File: src/rtl/tri_host_driver.sv
// tri_host_driver: feeds one triangle to the rasterizer as a three-cycle vertex
// burst, then builds an 8x8 coverage bitmap from the points it returns. It
// reports completion with a done pulse and flags a start or run timeout on err.
module tri_host_driver #(
  parameter int START_TO = 4,
  parameter int RUN_TO   = 96
) (
  input  logic        clk,
  input  logic        reset,
  input  logic        tri_valid,
  output logic        tri_ready,
  input  logic [17:0] tri_data,
  output logic        nt,
  output logic [2:0]  xi,
  output logic [2:0]  yi,
  input  logic        busy,
  input  logic        po,
  input  logic [2:0]  xo,
  input  logic [2:0]  yo,
  output logic [63:0] bitmap,
  output logic [6:0]  pix_cnt,
  output logic        done,
  output logic        err
);

  typedef enum logic [2:0] {
    IDLE,
    V1,
    V2,
    V3,
    WAIT_BUSY,
    COLLECT,
    DONE
  } state_t;

  localparam int CNT_MAX = (RUN_TO > START_TO) ? RUN_TO : START_TO;
  localparam int CW      = $clog2(CNT_MAX + 1);

  state_t          state;
  state_t          next_state;
  logic [CW-1:0]   cnt;
  logic [CW-1:0]   cnt_next;
  logic [11:0]     vtx23;
  logic            accept;
  logic            timeout;
  logic            hit;
  logic [5:0]      pt_idx;
  logic [2:0]      xi_next;
  logic [2:0]      yi_next;

  // tri_ready is only high while idle, so this is the single accept condition.
  assign accept = (state == IDLE) && tri_valid && tri_ready;
  assign pt_idx = {yo, xo};
  assign hit    = (state == COLLECT) && po;

  // Next-state logic; one counter serves both the start wait and the run limit,
  // and it restarts from zero whenever the state changes.
  always_comb begin
    next_state = state;
    cnt_next   = '0;
    timeout    = 1'b0;
    case (state)
      IDLE: begin
        if (accept) next_state = V1;
      end
      V1: next_state = V2;
      V2: next_state = V3;
      V3: next_state = WAIT_BUSY;
      WAIT_BUSY: begin
        if (busy) begin
          next_state = COLLECT;
        end else if (cnt == CW'(START_TO - 1)) begin
          next_state = DONE;
          timeout    = 1'b1;
        end else begin
          cnt_next = cnt + CW'(1);
        end
      end
      COLLECT: begin
        // The last point arrives with busy falling, so po is still recorded here.
        if (!busy) begin
          next_state = DONE;
        end else if (cnt == CW'(RUN_TO - 1)) begin
          next_state = DONE;
          timeout    = 1'b1;
        end else begin
          cnt_next = cnt + CW'(1);
        end
      end
      DONE:    next_state = IDLE;
      default: next_state = IDLE;
    endcase
  end

  // Vertex selection for the burst; vertex 1 comes straight from the accepted word.
  always_comb begin
    xi_next = 3'd0;
    yi_next = 3'd0;
    case (next_state)
      V1: begin
        xi_next = tri_data[17:15];
        yi_next = tri_data[14:12];
      end
      V2: begin
        xi_next = vtx23[11:9];
        yi_next = vtx23[8:6];
      end
      V3: begin
        xi_next = vtx23[5:3];
        yi_next = vtx23[2:0];
      end
      default: begin
        xi_next = 3'd0;
        yi_next = 3'd0;
      end
    endcase
  end

  // State and shared wait/run counter.
  always_ff @(posedge clk or negedge reset) begin
    if (!reset) begin
      state <= IDLE;
      cnt   <= '0;
    end else begin
      state <= next_state;
      cnt   <= cnt_next;
    end
  end

  // Hold vertices 2 and 3 for the rest of the burst.
  always_ff @(posedge clk or negedge reset) begin
    if (!reset) begin
      vtx23 <= 12'd0;
    end else if (accept) begin
      vtx23 <= tri_data[11:0];
    end
  end

  // Handshake and rasterizer-side outputs, registered from the next state.
  always_ff @(posedge clk or negedge reset) begin
    if (!reset) begin
      tri_ready <= 1'b0;
      nt        <= 1'b0;
      xi        <= 3'd0;
      yi        <= 3'd0;
      done      <= 1'b0;
    end else begin
      tri_ready <= (next_state == IDLE);
      nt        <= (next_state == V1);
      xi        <= xi_next;
      yi        <= yi_next;
      done      <= (next_state == DONE);
    end
  end

  // Results: cleared on accept, accumulated in COLLECT, otherwise held.
  always_ff @(posedge clk or negedge reset) begin
    if (!reset) begin
      bitmap  <= 64'd0;
      pix_cnt <= 7'd0;
      err     <= 1'b0;
    end else if (accept) begin
      bitmap  <= 64'd0;
      pix_cnt <= 7'd0;
      err     <= 1'b0;
    end else begin
      if (hit && !bitmap[pt_idx]) begin
        bitmap[pt_idx] <= 1'b1;
        pix_cnt        <= pix_cnt + 7'd1;
      end
      if (timeout) begin
        err <= 1'b1;
      end
    end
  end

endmodule

File: config.mk
export PLATFORM = sky130hd
export DESIGN_NAME = tri_host_driver
export DESIGN_NICKNAME = d
export VERILOG_FILES = /design/src/rtl/tri_host_driver.sv
export SDC_FILE = /design/constraint.sdc
export NUM_CORES = 1
export LEC_CHECK = 0
export ABC_AREA = 1
export CAP_MARGIN = 5
export CORE_ASPECT_RATIO = 0.8
export CORE_MARGIN = 2
export CORE_UTILIZATION = 55
export DETAILED_ROUTE_END_ITERATION = 6
export GPL_ROUTABILITY_DRIVEN = 0
export PLACE_DENSITY = 0.91
export SYNTH_ARGS = -nofsm -noshare
export SYNTH_HDL_FRONTEND = slang
export SYNTH_SLANG_ARGS = --single-unit
File: constraint.sdc
create_clock -name clk -period 2.5 [get_ports clk]
set_input_delay 0.625 -clock clk [delete_from_list [all_inputs] [get_ports clk]]
set_output_delay 0.625 -clock clk [all_outputs]
set_load 0.02 [all_outputs]
==> flow_summary_export.csv <==
group,metric,value,unit
outcome,outcome,"complete, no violations",
setup_path,crit_arrival,2.56,ns
sta,rsz0062_at_grt,"false",
floorplanning,die_w,120.5,µm
grt,grt_pass1_vias,5674,
floorplanning,die_height,97.16,µm
clock_network,cts.clk_slew.worst_paths,0.07,ns
synth,netlist_area,0.005967,mm²
routing,remaining_drc_errors,0,
synth,synth_flop_cell,"dfrtp_1",
finish,layout-drive-gt1-share,0.09504,
finish,nNetsFinal,973,
clock_network,cts_sinks,103,
sta,worst_pin_slew,0.5086,ns
routing,antenna_left,0,
clock_network,cts_made_buffers,9,
grt,grt_pass1_wl,28000,µm
sta,final_hold_viol_count,0,
place,port_buffers,109,
sta,final.setup.tns,0,ns
synth,synth-seq-cells,103,
routing,first_pass_iters,6,
clock_network,ctsHtreeMaxLevel,3,
synth,synth-edff-count,0,
synth,netlist_instances,813,
clock_network,cts-root-buf,"clkbuf_16",
sta,holdWs,0.2091,ns
floorplanning,die_area,0.01170,mm²
grt,grt_use_total,0.2975,
finish,layout_common_cells,"273 x nand2_1, 105 x clkdlybuf4s50_1, 103 x dfrtp_1",
synth,syn_area_per_cell,7.339,µm²
finish,syn2layout_area_growth,31.79,%
place,dp_hpwl,11830,µm
synth,synth-async-reset-ratio,1.000,
sta,min_period,2.323,ns
setup_path,path_cells,"clkdlybuf4s50_1 > inv_1 > nor3_2 > buf_4 > inv_2 > nor2_1 > nor2_1 > nand2_1 > nor2_4 > buf_4 > buf_12 > nand4_1 > nand2_1",
sta,maxSlewHeadroom,0.6588,
finish,diodes,0,
routing,wl,17690,µm
floorplanning,start_util,0.5735,
floorplanning,rows,33,
setup_path,crit_fanout,17,
routing,via_count,6360,
clock_network,cts_max_path_buffers,2,
grt,grt_start_max_net_pins,80,
hold_path,hp-class,"in -> async",
pwr,vdd_drop_max,0.4187,mV
flow_run,max_cap_viol_count,0,
synth,seq_area_frac_synth,0.4320,
pwr,leakagePower,4.160,nW
routing,wl_per_cell,16.27,µm
setup_path,critPathSlowestCell,"clkdlybuf4s50_1",
routing,first_iter_violations,639,
clock_network,tritoncts,"yes",
sta,setup_viol,0,
pwr,cellPowerDensity,602.8,mW/mm²
clock_network,ctsHoldBuffers,0,
clock_network,clock_latency,0.35,ns
sta,clock.fmax,430.5,MHz
setup_path,slowest_delay,0.65,ns
synth,yosysWarnings,0,
synth,synthDistinctLibCells,32,
sta,skew,0.009184,ns
floorplanning,core,0.01041,mm²
finish,layout_commonest_cell,"nand2_1",
setup_path,timing_worst_setup_path_type,"in -> reg",
sta,final-max-slew-violation-count,0,
sta,period_share,0.9292,
setup_path,end_kind,"flip-flop",
synth,syn_nets,844,
setup_path,start_kind,"primary input",
floorplanning,pin_count,110,
grt,grt-ovfl-total,0,
routing,via_per_inst,5.851,
pwr,power.total,4.740,mW
grt,grt_antenna_before_repair,0,
setup_path,critPathRequiredTime,2.74,ns
## layout make-up
| class | count | area (µm²) |
|---|---|---|
| Fill cell | 732 | 2541 |
| Clock buffer | 9 | 225.2 |
| Inverter | 78 | 292.8 |
| Tap cell | 140 | 175.2 |
| Sequential cell | 103 | 2577 |
| Multi-Input combinational cell | 582 | 2815 |
| Clock inverter | 7 | 71.32 |
| Timing Repair Buffer | 168 | 1707 |
## kinds of logic (layout without fill, tap and decap cells)
family / after synthesis / after routing / share of synthesized area
xor+xnor: 8 / 8 / 0.01174
flops: 103 / 103 / 0.4320
fa+ha+maj: 2 / 2 / 0.004193
simple gates: 496 / 496 / 0.3743
buf+inv: 128 / 262 / 0.09918
compound gates: 76 / 76 / 0.07863
## worst paths after layout
| check | start | to | slack (ns) | depth (start not counted) |
|---|---|---|---|---|
| max | yo[0] | bitmap[52] | 0.18 | 13 |
| min | reset | yi[0] | 0.21 | 1 |
| max reg2reg | state[2] | bitmap[52] | 0.45 | 10 |
| min reg2reg | cnt[0] | cnt[0] | 0.48 | 1 |
| max in group asynchronous | reset | bitmap[46] | 1.74 | 2 |
| min in group clk | cnt[0] | cnt[0] | 0.48 | 1 |
## registers in the layout, summed over array words and instances, names as in the netlist
register,cells
bitmap,64
cnt,7
done,1
err,1
nt,1
pix_cnt,7
state,3
tri_ready,1
vtx23,12
xi,3
yi,3
## where the power goes
| group | leakage, nW | internal, mW | switching (mW) | total (mW) |
|---|---|---|---|---|
| logic | 2.61 | 0.507 | 0.816 | 1.32 |
| clock network | 0.138 | 0.776 | 0.629 | 1.40 |
| registers | 1.41 | 1.88 | 0.136 | 2.01 |
## Yosys cell counts, types with 5 or more instances
cell      number  area [µm²]
nand2_1      273        1025
dfrtp_1      103        2577
nand3_1       96       480.5
nand4_1       75       469.2
inv_1         74       277.8
o21ai_0       38       190.2
nor2_1        32       120.1
clkbuf_1      22       82.58
a21o_1        19       142.6
buf_6         12       135.1
nor3_1        10       50.05
o21bai_1      10       75.07
buf_2          9       45.04
xor2_1         5       43.79
## per-layer routing
layer  vias up  global-route usage  wire [µm]
li1       2943                   -          -
met1      2944              0.4226       7179
met2       425              0.4415       7936
met3        48             0.07746       2185
met4         0              0.1029        388
met5         -                   0          0
## worst max-delay path, delay by kind of cell
| kind | cells | cell delay, ns |
|---|---|---|
| buf+inv | 6 | 1.31 |
| simple gates | 7 | 0.61 |
## through the flow
step                      setup slack (ns)    util  cell area, µm²  std cells
after floorplan                     0.5241       -            5967        813
after global placement             -0.2019  0.7172            7462       1066
after detailed placement           -0.2833  0.7172            7462       1066
after CTS                          0.05298  0.7457            7759       1082
after global routing               0.03080  0.7558            7864       1087
final                               0.1771  0.7558            7864       1087
## timing repair
item                                   4_1_cts  5_1_grt
endpoints found under the hold margin        0        0
gates resized for setup                      0        9
setup buffers                                0        3
setup endpoints to repair                    0       71
Power figures use the tool's default switching activity.
